--- src/rtl/inst_fetch_seq.sv ---
// Instruction fetch sequencer: walks ROM addresses from START_ADDR to a latched end
// address and hands each registered word to the datapath over a valid/ready handshake.
module inst_fetch_seq #(
    parameter int                ADDR_W     = 3,
    parameter int                DATA_W     = 19,
    parameter logic [ADDR_W-1:0] START_ADDR = '0
) (
    input  logic              clk,
    input  logic              reset,
    input  logic              start,
    input  logic              abort,
    input  logic [ADDR_W-1:0] end_addr,
    output logic [ADDR_W-1:0] rom_addr,
    input  logic [DATA_W-1:0] rom_dout,
    output logic [DATA_W-1:0] instr,
    output logic              instr_valid,
    input  logic              instr_ready,
    output logic              busy,
    output logic              done
);

    typedef enum logic [1:0] {
        S_IDLE,
        S_FETCH,
        S_ISSUE,
        S_DONE
    } state_t;

    state_t              state_q;
    logic [ADDR_W-1:0]   pc_q;
    logic [ADDR_W-1:0]   end_q;
    logic [DATA_W-1:0]   instr_q;
    logic                valid_q;
    logic                busy_q;
    logic                done_q;
    logic [ADDR_W-1:0]   pc_d;

    // Natural overflow of the adder gives the modulo-2**ADDR_W wrap.
    assign pc_d = pc_q + ADDR_W'(1);

    always_ff @(posedge clk or posedge reset) begin
        if (reset) begin
            state_q <= S_IDLE;
            pc_q    <= START_ADDR;
            end_q   <= '0;
            instr_q <= '0;
            valid_q <= 1'b0;
            busy_q  <= 1'b0;
            done_q  <= 1'b0;
        end else begin
            done_q <= 1'b0;
            // Abort outranks both a pending handshake and a start in IDLE.
            if (abort) begin
                state_q <= S_IDLE;
                pc_q    <= START_ADDR;
                valid_q <= 1'b0;
                busy_q  <= 1'b0;
            end else begin
                case (state_q)
                    S_IDLE: begin
                        if (start) begin
                            end_q   <= end_addr;
                            pc_q    <= START_ADDR;
                            busy_q  <= 1'b1;
                            state_q <= S_FETCH;
                        end
                    end
                    S_FETCH: begin
                        instr_q <= rom_dout;
                        valid_q <= 1'b1;
                        state_q <= S_ISSUE;
                    end
                    S_ISSUE: begin
                        if (valid_q && instr_ready) begin
                            valid_q <= 1'b0;
                            if (pc_q == end_q) begin
                                done_q  <= 1'b1;
                                state_q <= S_DONE;
                            end else begin
                                pc_q    <= pc_d;
                                state_q <= S_FETCH;
                            end
                        end
                    end
                    S_DONE: begin
                        pc_q    <= START_ADDR;
                        busy_q  <= 1'b0;
                        state_q <= S_IDLE;
                    end
                    default: begin
                        state_q <= S_IDLE;
                        busy_q  <= 1'b0;
                        valid_q <= 1'b0;
                    end
                endcase
            end
        end
    end

    assign rom_addr    = pc_q;
    assign instr       = instr_q;
    assign instr_valid = valid_q;
    assign busy        = busy_q;
    assign done        = done_q;

endmodule

--- config.mk ---
export PLATFORM = sky130hd
export DESIGN_NAME = inst_fetch_seq
export DESIGN_NICKNAME = d
export VERILOG_FILES = /design/src/rtl/inst_fetch_seq.sv
export SDC_FILE = /design/constraint.sdc
export NUM_CORES = 1
export LEC_CHECK = 0
export ABC_AREA = 1
export BUFFER_PORTS_ARGS = -buffer_cell sky130_fd_sc_hd__buf_2
export CORE_MARGIN = 10
export CORE_UTILIZATION = 47
export DETAILED_ROUTE_END_ITERATION = 8
export PLACE_DENSITY = 0.78
export SYNTH_ARGS = -nofsm -noshare
export SYNTH_HDL_FRONTEND = slang
export SYNTH_SLANG_ARGS = --single-unit
export TNS_END_PERCENT = 100
--- constraint.sdc ---
create_clock -name clk -period 1.5 [get_ports clk]
set_input_delay 0.075 -clock clk [delete_from_list [all_inputs] [get_ports clk]]
set_output_delay 0.075 -clock clk [all_outputs]
set_load 0.02 [all_outputs]
[Word-level counts from Yosys, hierarchy flattened]
Cells that the tools add are included.
Storage, ports and cells
  output and inout bits: 25
  register bits: 30
Operators by class
  multiplexer cells: 20
  $add $sub $neg: 1
  reductions and logical operators: 11
  equal/unequal tests: 7
  bitwise operators: 1
Operators by type and width (number)
  two-way mux 3 bit: 4
  inequality test 3 bit, second input constant: 3
  one-hot mux 3 bit (3 select lines): 1
  two-way mux 1 bit: 8
  two-way mux 2 bit: 4
  one-hot mux 2 bit (4 select lines): 1
  AND reduction 2 bit: 4
  nonzero test 3 bit: 2
  == test 2 bit, second input constant: 2
  one-hot mux 1 bit (2 select lines): 2
  AND reduction 4 bit: 1
  nonzero test 4 bit: 1
  adder 3 x 1 -> 3 bit, second input constant: 1
  == test 3 bit: 1
  AND reduction 3 bit: 1
  == test 2 x 1 -> 1 bit, second input constant: 1
  logical NOT 2 bit: 1
  logical AND 1 bit: 1
  inverter 1 bit: 1

[Logic depth before layout (Yosys ltp)]
Gate-level depths: netlist of run 1.
  depth after elaboration: 5
  depth in mapped cells: 8
  gate-level depth less buffers: 8

[Least setup slack after synthesis of run 1]
OpenSTA, ideal clock, no wires.
  path type: reg-to-reg
  from: register pc_q[0], in the netlist rom_addr[0]
  to: register pc_q[2], in the netlist rom_addr[2]
  period minus slack after synthesis: 1.130 ns
  data arrival time: 1.012 ns
  required time: 1.382 ns
  slack: 0.370 ns
  cell stages (with the launch flop): 6
  library setup time: 0.118 ns
  cell sequence: dfrtp_1 ha_1 xnor2_1 nor2_1 nand4_1 nand2_1
On the way
  word-level cells in the longest chain between the ends: 5
Ends and longest elaborated chain
  from (decl): line 30  | logic [ADDR_W-1:0] pc_q;
  from (signal assigned): line 80  | pc_q <= pc_d;
  adder 3 x 1 -> 3 bit: line 39  | assign pc_d = pc_q + ADDR_W'(1);
  two-way mux 3 bit: line 76  | if (pc_q == end_q) begin
  two-way mux 3 bit: line 74  | if (valid_q && instr_ready) begin
  one-hot mux 3 bit (3 select lines): line 59  | case (state_q)
  two-way mux 3 bit: line 53  | if (abort) begin
Parallel ways exist; a longest one is shown, timed or not. The select of a mux whose other input is x is not followed.
A chain may end at the register's enable or synchronous reset.

[Final worst setup path of run 1]
  from: register state_q[1]
  to: register instr_q[18], in the netlist instr[18]
On the way
  word-level cells in the longest chain between the ends: 2
Ends and longest elaborated chain
  from (decl): line 29  | state_t state_q;
  from (signal assigned): line 43  | state_q <= S_IDLE;
  from (signal assigned): line 54  | state_q <= S_IDLE;
  from (signal assigned): line 65  | state_q <= S_FETCH;
  == test 2 x 1 -> 1 bit: line 59
  AND reduction 2 bit (no source line)
  to (signal assigned): line 69  | instr_q <= rom_dout;
  to (decl): line 32  | logic [DATA_W-1:0] instr_q;
Every way passes these cells.

==> results of run 1 <==
[power groups by stage]
| stage | registers (uW) | logic, uW | clock network, uW |
|---|---|---|---|
| floorplan | 1370 | 292 | 0 |
| global placement | 1150 | 807 | 0 |
| detailed placement | 1140 | 831 | 0 |
| CTS | 1140 | 869 | 524 |
| global route | 1160 | 960 | 572 |
| finish | 1140 | 866 | 516 |
[how the worst max path moves through the flow]
stage                        endpoint  cells after the start
after floorplan           rom_addr[2]                      5
after global placement       instr[1]                      5
after detailed placement     instr[7]                      5
after CTS                   instr[16]                      5
after global routing        instr[18]                      5
final                       instr[18]                      5
[per-stage QoR]
stage | worst slack, ns | total power, uW | cells
floorplan | 0.370 | 1660 | 156
global placement | 0.312 | 1950 | 237
detailed placement | 0.278 | 1970 | 237
CTS | 0.254 | 2530 | 266
global route | 0.123 | 2700 | 267
finish | 0.253 | 2520 | 267
[critical path, cell delays in order (launching register included)]
cell and delay, ns:
dfrtp_1 0.41, inv_1 0.14, nand3_4 0.16, inv_2 0.29, nand2_1 0.10, nand2_1 0.07
[routing by layer]
layer / part of all wire, % / GRT usage [%] / wire (um) / vias to the layer above
met4: 0.84 / 5.70 / 31 / 0
met3: 11 / 9.80 / 420 / 4
met1: 42 / 16.5 / 1550 / 565
met5: 0 / 0 / 0 / -
met2: 46 / 21.1 / 1680 / 52
li1: - / - / - / 631
[cells in the final DEF, fill, tap and decap left out]
master	count
nand2_1	77
buf_2	51
dfrtp_1	30
dlygate4sd3_1	22
inv_1	11
nor2_1	10
clkbuf_4	5
inv_2	3
nor2_2	3
a21oi_1	3
nand2_2	3
nand4_1	3
buf_4	2
nand3_4	1
o21ai_0	1
nand3_1	1
nor2_4	1
nand3_2	1
xnor2_1	1
nand3b_1	1
nor3_1	1
a22oi_1	1
ha_1	1
clkinvlp_4	1
clkinv_2	1
clkbuf_8	1
[final cells by class]
type	instances	area, um^2
Fill cell	214	826
Sequential cell	30	751
Timing Repair Buffer	75	490
Multi-Input combinational cell	109	488
Inverter	14	52.6
Clock buffer	6	51.3
Tap cell	31	38.8
Clock inverter	2	12.5
[flip-flops by register name, summed over array words and instances (netlist names)]
signal / cells
busy: 1
state_q: 2
end_q: 3
instr_valid: 1
done: 1
instr: 19
rom_addr: 3
[kinds of logic after synthesis]
| logic type | count (synthesis) |
|---|---|
| xor+xnor | 1 |
| compound gates | 5 |
| simple gates | 102 |
| fa+ha+maj | 1 |
| buf+inv | 17 |
| flops | 30 |
[repair_timing]
| action | 4_1_cts | 5_1_grt |
|---|---|---|
| resized for setup | 0 | 0 |
| hold buffers | 21 | 1 |
| endpoints found under the hold margin | 50 | 1 |
==> impl_metrics.json, run 1 <==
{
  "synth_compound_area_share_pct": 2.10,
  "avgRoutedWirePerCell_um": 13.8,
  "synth_top_family_by_area": "simple AND/OR/NAND/NOR gates",
  "synthTopCellsByCount": "77 x nand2_1, 30 x dfrtp_1, 11 x inv_1",
  "synth.distinct_cells": 21,
  "grt_pass1_vias": 1198,
  "async_flop_share_pct": 100,
  "cts.clk_slew.worst_paths_ns": 0.10,
  "min_path_cells": 3,
  "postRouteAntennaNets": 0,
  "fin_skew_ns": 0.00747,
  "min_delay_worst_endpoint": "end_q[2]",
  "hp-class": "input pin to register",
  "power_frac_seq_pct": 45.2,
  "start_util_pct": 48.4,
  "synth.top_cells.by_area": "dfrtp_1 57%, nand2_1 22%, inv_1 3.1%",
  "cp-start-kind": "register",
  "max_freq_mhz": 802,
  "synth_top_cell_area_share_pct": 57.2,
  "period_needed_ns": 1.25,
  "antenna_cells": 0,
  "tritoncts": "yes",
  "root_buffer": "clkbuf_4",
  "netlist_instances": 156,
  "finalNetCount": 263,
  "design_area_um2": 1880,
  "worst-r2r-cell-count": 5,
  "cts.htree.levels": 2,
  "power.density_nw_per_um2": 1340,
  "worstPathArrival_ns": 1.52,
  "synthSimpleGateAreaFrac_pct": 33.5,
  "areaGrowthSynthToFinish_pct": 43.6,
  "status": "completed",
  "worstPathRequired_ns": 1.77,
  "power_frac_comb_pct": 34.3,
  "grt_max_degree": 31,
  "ir_drop_mv": 1.19,
  "syn_nets": 184,
  "synth_seq_area_share_pct": 57.2,
  "p_switching_uw": 963,
  "clock_sinks": 30,
  "clockBufferDepth": 2,
  "track_usage_pct": 14.6,
  "synth_top_area_cell": "dfrtp_1",
  "syn_area_um2": 1310,
  "yosys.cell_count.top_type": "nand2_1",
  "die_y_um": 72.8,
  "path_class": "register to register",
  "via_count": 1252,
  "synth-xor-area-share_pct": 0.667,
  "numCtsBuffers": 5,
  "crit_fanout": 19,
  "drt_iter0_markers": 46,
  "avgSynthCellArea_um2": 8.41,
  "hpwlAfterDp_um": 2320,
  "drc": 0,
  "clk-insertion-delay-late_ns": 0.33,
  "maxSlewViolCount": 0,
  "die_w_um": 72.8,
  "power_switching_share_pct": 38.2,
  "drtPass1Iterations": 4,
  "p_int_uw": 1560,
  "leakage_uw": 0.00108,
  "final_util_pct": 69.5,
  "io_pins": 52,
  "startpoint": "state_q[1]",
  "reg2reg_from": "state_q[1]",
  "maxCapViolCount": 0,
  "synth_edf_count": 0,
  "drive_gt1_share_pct": 30.9,
  "regToRegSetupSlack_ns": 0.25,
  "clkPwrFrac_pct": 20.5,
  "ys_seq_elements": 30,
  "fin_crit_sh_pct": 83.1,
  "ys_warn_count": 0,
  "wl_um": 3680,
  "hold_violations": 0,
  "post_cts_buffers": 0,
  "tns_ns": 0,
  "crit_path_end_kind": "register",
  "rows": 19,
  "hold_slack_ns": 0.00263,
  "antenna_found_initial": 0,
  "die_area_um2": 5310,
  "gp_congestion": 0.786,
  "place_area_um2": 1600,
  "worstReg2RegEnd": "instr[18]",
  "grt_first_pass_wirelength_um": 5950,
  "avgViaCountPerCell": 4.69,
  "synth_ff_type": "dfrtp_1",
  "fp.coreArea_um2": 2710,
  "synth.area.mux_share_pct": 0,
  "relSlewSlack_pct": 74.7,
  "setup_viol": 0,
  "synth_fa_ha_area_share_pct": 0.953,
  "rsz0062_at_grt": "false",
  "port_buffers": 51,
  "hold_start": "end_addr[2]",
  "gr-total-overflow": 0,
  "max_slew.worst_pin.slew_ns": 0.380
}
Power figures use the tool's default switching activity.
==> run 2: changes to the inputs <==
Settings changed: ABC_AREA 1 to 0.
Clock period 1.5 ns to 1.25 ns, I/O delays scaled along.
==> run 2 against run 1 <==
Effect of this change:
- the run now ends with setup timing left
- routed wire length up 21%
- maximum frequency down 13%
- core utilization rose by 14 points
- sequential cell count stayed put
- die area fell by 0.63%
- critical endpoint is now end_q[0]
==> impl_metrics.json, run 2 <==
{
  "ir_drop_mv": 1.54,
  "max_freq_mhz": 700,
  "hold_slack_ns": 0.0619,
  "hp-class": "input pin to register",
  "drtPass1Iterations": 5,
  "final_util_pct": 83.1,
  "grt_max_degree": 31,
  "wl_met2_um": 2480,
  "synth_ff_type": "dfrtp_1",
  "rows": 19,
  "io_pins": 52,
  "place_area_um2": 1830,
  "start_util_pct": 48.0,
  "final_common_cell": "buf_2",
  "synth.distinct_cells": 28,
  "synth_top_area_cell": "dfrtp_1",
  "finalNetCount": 228,
  "gp_congestion": 0.791,
  "synth.area.mux_share_pct": 20.6,
  "syn_nets": 122,
  "crit_fanout": 4,
  "die_w_um": 72.6,
  "power.total_uw": 3200,
  "drc": 0,
  "synth_edf_count": 0,
  "clock_sinks": 30,
  "worstPathArrival_ns": 1.64,
  "setup_ws_ns": -0.179,
  "netlist_instances": 94,
  "violations": "setup timing",
  "synthSimpleGateAreaFrac_pct": 9.71,
  "rsz0062_at_grt": "true",
  "multiInputGateArea_um2": 657,
  "die_area_um2": 5270,
  "wl_um": 4440,
  "drive_gt1_share_pct": 64.2,
  "period_needed_ns": 1.43,
  "relSlewSlack_pct": 75.9,
  "maxCapViolCount": 0,
  "top_layer_used": "met4",
  "crit_path_end_kind": "register",
  "numCtsBuffers": 5,
  "regToRegSetupSlack_ns": -0.18,
  "port_buffers": 51,
  "yosys.cell_count.top_type": "dfrtp_1",
  "die_y_um": 72.6,
  "cts.htree.levels": 2,
  "cts.clk_slew.worst_paths_ns": 0.10,
  "maxSlewViolCount": 0,
  "grt_first_pass_wirelength_um": 6940,
  "met1_length_um": 1570,
  "leakage_uw": 0.00112,
  "max_slew.worst_pin.slew_ns": 0.361,
  "avgViaCountPerCell": 5.19,
  "avgSynthCellArea_um2": 13.8,
  "synth_seq_area_share_pct": 57.7,
  "fin_crit_sh_pct": 114,
  "syn_area_um2": 1300,
  "hold_violations": 0,
  "dr_wl_met3_um": 322,
  "areaGrowthSynthToFinish_pct": 73.2,
  "async_flop_share_pct": 100,
  "postRouteAntennaNets": 0,
  "avgRoutedWirePerCell_um": 19.1,
  "ys_warn_count": 0,
  "worstPathRequired_ns": 1.46,
  "synthTopCellsByCount": "30 x dfrtp_1, 19 x mux2_1",
  "via_count": 1210,
  "num-fill-cells": 157,
  "drt_iter0_markers": 56,
  "design_area_um2": 2250,
  "synth-xor-area-share_pct": 2.02,
  "fp.coreArea_um2": 2710,
  "clk-insertion-delay-late_ns": 0.33,
  "power.density_nw_per_um2": 1420,
  "antenna_found_initial": 0,
  "synth.top_cells.by_area": "dfrtp_1 58%, mux2_1 16%, mux2_2 2.6%",
  "synth_top_family_by_area": "multiplexers",
  "track_usage_pct": 17.0,
  "hpwlAfterDp_um": 2770,
  "tritoncts": "yes",
  "root_buffer": "clkbuf_4",
  "cp-start-kind": "register",
  "gr-total-overflow": 0,
  "synth_fa_ha_area_share_pct": 0.962,
  "path_class": "register to register",
  "seq_area_um2": 758,
  "synth_top_cell_area_share_pct": 57.7,
  "fin_skew_ns": 0.0140,
  "status": "finished, violations left",
  "setup_viol": 27,
  "ys_seq_elements": 30,
  "final_cell_mix": "51 x buf_2, 24 x dfrtp_1, 24 x dlygate4sd3_1, 24 x buf_4, 19 x mux2_4",
  "clockBufferDepth": 2,
  "synth_compound_area_share_pct": 6.15,
  "largest_register_ffs": 19,
  "grt_pass1_vias": 1384
}
==> run 2: cell types whose count changed after synthesis, sizes merged, moves of 10 or more <==
cell / previous run / this run
nand2: 80 / 3
mux2: 0 / 22
nor2: 14 / 2
inv: 14 / 4
==> run 2: cell type report <==
cell class,count,share of cell area [%]
inverter,4,0.666
antenna,1,0.111
clock inverter,2,0.555
sequential,30,33.6
multi-input combinational,57,29.2
tap,31,1.72
timing repair buffer,102,31.9
clock buffer,6,2.28
==> run 2: final timing paths <==
path / start / endpoint / depth (start not counted)
setup / recovery: state_q[1] / end_q[0] / 3
hold / removal: abort / busy / 2
setup reg to reg: state_q[1] / end_q[0] / 3
hold reg to reg: instr[15] / instr[15] / 1
max in group asynchronous: reset / rom_addr[1] / 4
min in group asynchronous: reset / instr[4] / 4
==> run 2: critical path: stages, from the launching register on <==
cell and delay, ns:
dfrtp_2 0.44, buf_4 0.16, nor4b_4 0.33, mux2_2 0.38
==> run 2: metrics by stage <==
stage | std cells | setup WS [ns] | TNS [ns]
detailed placement | 191 | -0.179 | -2.96
floorplan | 94 | -0.125 | -0.817
finish | 233 | -0.179 | -3.69
CTS | 229 | -0.148 | -3.20
global placement | 191 | -0.129 | -2.05
global route | 232 | -0.250 | -4.83
==> run 2: kinds of logic (layout without fill, tap and decap cells) <==
kind of cell / count (synthesis) / in the layout
DFF: 30 / 30
muxes: 24 / 24
adders and majority gates: 1 / 1
and+or+nand+nor: 18 / 18
AOI/OAI and AO/OA: 11 / 11
buffers and inverters: 7 / 114
other: 0 / 1
xor gates and xnor gates: 3 / 3
==> run 2: repair_timing <==
action	CTS	global route
endpoints found under the hold margin	53	0
pin swaps	5	9
resized for setup	7	6
buffers inserted	6	3
setup endpoints to repair	27	28
hold buffers	24	0
==> run 2: where the power goes <==
group	internal, uW	switching (uW)	total, uW
clock network	270	339	609
logic	630	603	1230
registers	1200	163	1360
total	2100	1100	3200
==> run 2: layer usage <==
metal	global-route usage (%)	vias up
met5	0	-
met4	7.59	0
met3	7.21	11
met2	30.8	46
met1	16.2	608
li1	-	545
